==> src/rtl/shift_xfer_engine.sv <==
// shift_xfer_engine: full-duplex, trigger-paced shift engine.
// A word loaded on start is serialised onto q while a word is assembled
// from sin, one bit per trigger tick, MSB-first or LSB-first per transfer.
//
// Handshake: start is level-sampled in IDLE and DONE; the cycle after an
// accepting edge busy is high and q carries the first bit. done is a
// one-cycle pulse, and dout is valid in that cycle and held until the next
// done or a reset.
module shift_xfer_engine #(
    parameter int unsigned N          = 8,
    parameter logic        IDLE_LEVEL = 1'b0
) (
    input  logic         clk,
    input  logic         reset,
    input  logic         trigger,
    input  logic         start,
    input  logic         lsb_first,
    input  logic [N-1:0] d,
    input  logic         sin,
    output logic         q,
    output logic         busy,
    output logic         last_tick,
    output logic         done,
    output logic [N-1:0] dout
);

    localparam int unsigned CW = $clog2(N);

    localparam logic [1:0] ST_IDLE  = 2'd0;
    localparam logic [1:0] ST_SHIFT = 2'd1;
    localparam logic [1:0] ST_DONE  = 2'd2;

    localparam logic [CW-1:0] CNT_LAST = CW'(N - 1);

    logic [1:0]    state_q, state_d;
    logic [N-1:0]  sreg_q,  sreg_d;
    logic [CW-1:0] cnt_q,   cnt_d;
    logic          order_q, order_d;
    logic [N-1:0]  dout_q,  dout_d;

    logic [N-1:0]  sreg_shift;
    logic          cnt_at_last;

    // Shift-register value after one bit period, in the latched bit order.
    always_comb begin
        sreg_shift = sreg_q;
        if (order_q) begin
            sreg_shift = {sin, sreg_q[N-1:1]};
        end else begin
            sreg_shift = {sreg_q[N-2:0], sin};
        end
    end

    assign cnt_at_last = (cnt_q == CNT_LAST);

    // Next-state logic: a trigger in the same cycle as an accepted start only
    // loads; it is not counted as a bit.
    always_comb begin
        state_d = state_q;
        sreg_d  = sreg_q;
        cnt_d   = cnt_q;
        order_d = order_q;
        dout_d  = dout_q;
        case (state_q)
            ST_IDLE, ST_DONE: begin
                if (start) begin
                    state_d = ST_SHIFT;
                    sreg_d  = d;
                    order_d = lsb_first;
                    cnt_d   = '0;
                end else begin
                    state_d = ST_IDLE;
                end
            end
            ST_SHIFT: begin
                if (trigger) begin
                    sreg_d = sreg_shift;
                    if (cnt_at_last) begin
                        // The captured word includes the final sin bit.
                        dout_d  = sreg_shift;
                        cnt_d   = '0;
                        state_d = ST_DONE;
                    end else begin
                        cnt_d = cnt_q + CW'(1);
                    end
                end
            end
            default: begin
                state_d = ST_IDLE;
            end
        endcase
    end

    // State registers; reset aborts any transfer without producing done.
    always_ff @(posedge clk) begin
        if (reset) begin
            state_q <= ST_IDLE;
            sreg_q  <= '0;
            cnt_q   <= '0;
            order_q <= 1'b0;
            dout_q  <= '0;
        end else begin
            state_q <= state_d;
            sreg_q  <= sreg_d;
            cnt_q   <= cnt_d;
            order_q <= order_d;
            dout_q  <= dout_d;
        end
    end

    // Outputs decode directly from registered state.
    always_comb begin
        busy      = (state_q == ST_SHIFT);
        done      = (state_q == ST_DONE);
        last_tick = busy && cnt_at_last;
        q         = IDLE_LEVEL;
        if (busy) begin
            q = order_q ? sreg_q[0] : sreg_q[N-1];
        end
    end

    assign dout = dout_q;

endmodule

==> config.mk <==
export PLATFORM = sky130hd
export DESIGN_NAME = shift_xfer_engine
export DESIGN_NICKNAME = d
export VERILOG_FILES = /design/src/rtl/shift_xfer_engine.sv
export SDC_FILE = /design/constraint.sdc
export NUM_CORES = 1
export LEC_CHECK = 0
export BUFFER_PORTS_ARGS = -buffer_cell sky130_fd_sc_hd__buf_2
export CAP_MARGIN = 20
export CORE_MARGIN = 10
export CORE_UTILIZATION = 47
export CTS_CLUSTER_SIZE = 24
export DETAILED_ROUTE_END_ITERATION = 8
export PLACE_DENSITY = 0.71
export SLEW_MARGIN = 20
export SYNTH_ARGS = -nofsm -noshare
export SYNTH_HDL_FRONTEND = slang
export SYNTH_SLANG_ARGS = --single-unit
==> constraint.sdc <==
create_clock -name clk -period 3.9 [get_ports clk]
set_input_delay 0.195 -clock clk [delete_from_list [all_inputs] [get_ports clk]]
set_output_delay 0.195 -clock clk [all_outputs]
set_load 0.01 [all_outputs]
Word level (Yosys, flattened, before mapping):

Cells that the tools add are included.

* add/subtract/negate cells: 1
* eq/ne operators: 6
* mux-type cells: 14
* reductions and logical operators: 8

Operator list (number)
* $mux 8: 3
* $pmux 8 s2: 1
* $mux 3: 3
* $pmux 3 s2: 1
* $reduce_and 3->1: 2
* $mux 2: 2
* $ne 2x2->1 const B: 2
* $pmux 2 s2: 1
* $reduce_and 2->1: 2
* $add 3x1->3 const B: 1
* $eq 3x3->1 const B: 1
* $mux 1: 3
* $eq 2x1->1 const B: 1
* $eq 2x2->1 const B: 1
* $logic_not 2->1: 1
* $ne 2x1->1 const B: 1
* $reduce_bool 2->1: 1
* $reduce_or 2->1: 1
* $logic_and 1x1->1: 1

* bits in registers: 22
* input bits: 14
* output and inout port bits: 12
* logic and storage cells: 34

Longest topological paths before layout:

* depth after elaboration: 4
* gate-level depth with buffers: 7
* depth with buffers taken out: 5

Worst setup path before layout:

No wires, ideal clock.

* path kind: register to register
* from: register cnt_q[0]
* to: register dout_q[5], in the netlist dout[5]
* library setup time: 135 ps
* data arrival time: 1269 ps
* slack: 2495 ps
* stages on the path, launching flop included: 8
* cells stage by stage: dfxtp_1 > ha_1 > ha_1 > and4b_1 > buf_4 > buf_6 > nor2_1 > a211oi_1

* cells in the longest elaborated chain, start to end: 2

RTL lines
* start: declaration: RTL line 37 `logic [CW-1:0] cnt_q, cnt_d;`
* start signal: assignment: RTL line 105 `cnt_q <= cnt_d;`
* $eq 3x3->1: RTL line 54 `assign cnt_at_last = (cnt_q == CNT_LAST);`
* $reduce_and 3->1 (no source line)
* end signal: assignment: RTL line 107 `dout_q <= dout_d;`
* end: declaration: RTL line 39 `logic [N-1:0] dout_q, dout_d;`

No other way between the ends.
A chain may end at the register's enable or synchronous reset.

Final worst setup path:

* from: register state_q[0]
* to: register cnt_q[1]

* cells in the longest elaborated chain, start to end: 4
* elaborated cells on any way between the ends: 9
* those cells by class: eq/ne: 4; mux: 1; reduce/logical: 4

RTL lines
* start: declaration: RTL line 35 `logic [1:0] state_q, state_d;`
* start signal: assignment: RTL line 103 `state_q <= state_d;`
* $eq 2x2->1 or $logic_not 2->1 (tied branches): RTL line 64 `case (state_q)`
* $reduce_or 2->1: RTL line 64
* $ne 2x2->1 (no source line) or $reduce_bool 2->1 (tied branches)
* $reduce_and 3->1 (no source line)

Several ways; a longest one is shown, not always the timed one.

==> results.sh <==
export IMPL_wl_microns=2351
export IMPL_synth_net_count=132
export IMPL_drv_cap=0
export IMPL_status="complete, no violations"
export IMPL_vias=896
export IMPL_met2_length_microns=979
export IMPL_antenna_found_initial=0
export IMPL_cp_required_ns=4.14
export IMPL_setup_tns_final_ns=0
export IMPL_placed_cells=158
export IMPL_worst_pin_slew_ns=0.7572
export IMPL_cts_repair_resized=0
export IMPL_grt_pass1_vias=882
export IMPL_initial_core_util_pct=49.55
export IMPL_rsz0062_at_grt="no"
export IMPL_routed_top_layer="met4"
export IMPL_syn_area_sq_mm=0.001096
export IMPL_holdBufCountCts=0
export IMPL_worstSkewPairLatency_ns=0.30
export IMPL_die_area_sq_mm=0.004664
export IMPL_leakagePower_nw=0.5073
export IMPL_grt_use_total_pct=10.56
export IMPL_htreeDepth=1
export IMPL_gp_congestion=0.8052
export IMPL_crit_path_end_kind="flip-flop"
export IMPL_syn_area_per_cell_sq_um=9.449
export IMPL_r2r_setup_slack_ns=2.00
export IMPL_cts_num_sinks=22
export IMPL_grt_max_degree=23
export IMPL_crit_arrival_ns=2.14
export IMPL_ioPinCount=26
export IMPL_peakVddDrop_mv=0.1792
export IMPL_yosys_warnings=0
export IMPL_dr_wl_met3_microns=192
export IMPL_wl_per_cell_microns=14.51
export IMPL_r2r_end="cnt_q[1]"
export IMPL_num_rows=17
export IMPL_firstDrtPassIters=4
export IMPL_cts_setup_buffers=0
export IMPL_synth_yosys_seq_area_share_pct=40.18
export IMPL_vias_per_cell=5.531
export IMPL_clock_path_buffers=2
export IMPL_fp_coreArea_sq_mm=0.002212
export IMPL_powerDensity_mw_per_mm2=387.7
export IMPL_whs_endpoint="order_q"
export IMPL_drive_gt1_share_pct=24.63
export IMPL_die_w_microns=68.29
export IMPL_cts_tree="yes"
export IMPL_path_max_fanout=21
export IMPL_reg2regPathDepth=3
export IMPL_met1_length_microns=1126
export IMPL_die_y_microns=68.29
export IMPL_drc_errors=0
export IMPL_hold_worst_slack_ns=0.1355
export IMPL_slew_viol_final=0
export IMPL_grt_pass1_wl_microns=3864
export IMPL_period_share_pct=48.63
export IMPL_path_clk_slew_ns=0.11
export IMPL_cp_start_kind="flip-flop"
export IMPL_hp_start="lsb_first"
export IMPL_syn_inst=116
export IMPL_hold_violations=0
export IMPL_clock_skew_ns=0.007875
export IMPL_cts_root_buf="clkbuf_4"
export IMPL_slew_limit_headroom_pct=49.37
export IMPL_final_common_cell="buf_2"
export IMPL_r2r_start="state_q[0]"
export IMPL_drt_iter0_markers=35
export IMPL_final_cells=162
export IMPL_antenna_cells=0
export IMPL_final_util_pct=55.66
export IMPL_final_nets=151
export IMPL_layout_common_cells="buf_2, dfxtp_1, nand3_1, a21oi_1"
export IMPL_synthToLayoutAreaGrowth_pct=12.33
export IMPL_setup_viol=0
export IMPL_io_buffers=25
export IMPL_path_class="reg2reg"
export IMPL_hp_class="in2reg"
export IMPL_grt_ovfl_total=0
export IMPL_holdPathStages=3
export IMPL_min_period_ns=1.897
export IMPL_ys_seq_elements=22
export IMPL_cts_buffers=3
export IMPL_max_freq_ghz=0.5273
export IMPL_yosysUniqueCellTypes=26
export IMPL_ant_nets=0
export IMPL_dp_hpwl_microns=1825
export IMPL_power_uw=477.3
[critical path, stage by stage (launching register included)]
cell	delay, ns
dfxtp_1	0.53
nand3b_1	0.59
a2111o_1	0.59
a21oi_2	0.14
[through the flow]
step	setup WS, ns	cell area [sq um]
2_1_floorplan	2.495	1096
3_3_place_gp	2.137	1179
3_5_place_dp	2.042	1179
4_1_cts	2.007	1231
5_1_grt	1.869	1231
6_report	2.003	1231
[how the worst max path moves through the flow]
| stage | start | end | slack, ns | cells after the start |
|---|---|---|---|---|
| final | state_q[0] | cnt_q[1] | 2.00 | 3 |
| after global routing | state_q[0] | cnt_q[1] | 1.87 | 3 |
| after CTS | state_q[0] | cnt_q[1] | 2.01 | 3 |
| after detailed placement | state_q[0] | cnt_q[1] | 2.04 | 3 |
| after global placement | state_q[0] | cnt_q[1] | 2.14 | 3 |
| after floorplan | cnt_q[0] | dout[5] | 2.50 | 7 |
[where the power goes]
part           internal, mW  total, mW  switching (mW)
sequential            0.234      0.245          0.0112
combinational        0.0283     0.0609          0.0326
clock                 0.104      0.171          0.0672
total                 0.366      0.477           0.111
[cell families after synthesis]
logic type | synth area share, %
mux | 10.16
simple gates | 20.55
compound gates | 19.06
buf+inv | 7.761
fa+ha+maj | 2.283
flops | 40.18
[registers in the layout, summed over array words and instances, names as in the netlist]
name	count
cnt_q	3
sreg_q	8
state_q	2
dout	8
order_q	1
[final cells by class]
class,count,area [sq um]
sequential,22,440.4
multi-input combinational,81,570.5
timing repair buffer,25,125.1
tap,28,35.03
clock buffer,3,22.52
clock inverter,1,30.03
fill,230,980.9
inverter,2,7.507
[metal layers]
| metal | vias up | GRT usage (%) |
|---|---|---|
| met2 | 29 | 15.23 |
| met1 | 403 | 13.43 |
| li1 | 459 | - |
| met4 | 0 | 6.030 |
| met5 | - | 0 |
| met3 | 5 | 3.426 |
[Yosys cell counts (all sizes together)]
| cell type | instances | area share (%) |
|---|---|---|
| a22o | 7 | 5.6 |
| buf | 8 | 6.0 |
| mux2i | 10 | 9.1 |
| dfxtp | 22 | 40 |
| and4b | 1 | 0.91 |
| ha | 2 | 2.3 |
| a2111o | 2 | 2.1 |
| nand3b | 9 | 6.2 |
| a21oi | 12 | 5.8 |
| inv | 2 | 0.68 |
| a211oi | 7 | 4.8 |
| and2 | 1 | 0.57 |
| nand4b | 1 | 0.80 |
| nand3 | 11 | 5.0 |
| nand2b | 2 | 1.8 |
| nor2b | 2 | 1.1 |
| nand2 | 2 | 0.69 |
| clkbuf | 3 | 1.0 |
| mux2 | 1 | 1.0 |
| nor2 | 10 | 3.4 |
| o2bb2ai | 1 | 0.80 |
(Power assumes the default switching activity.)
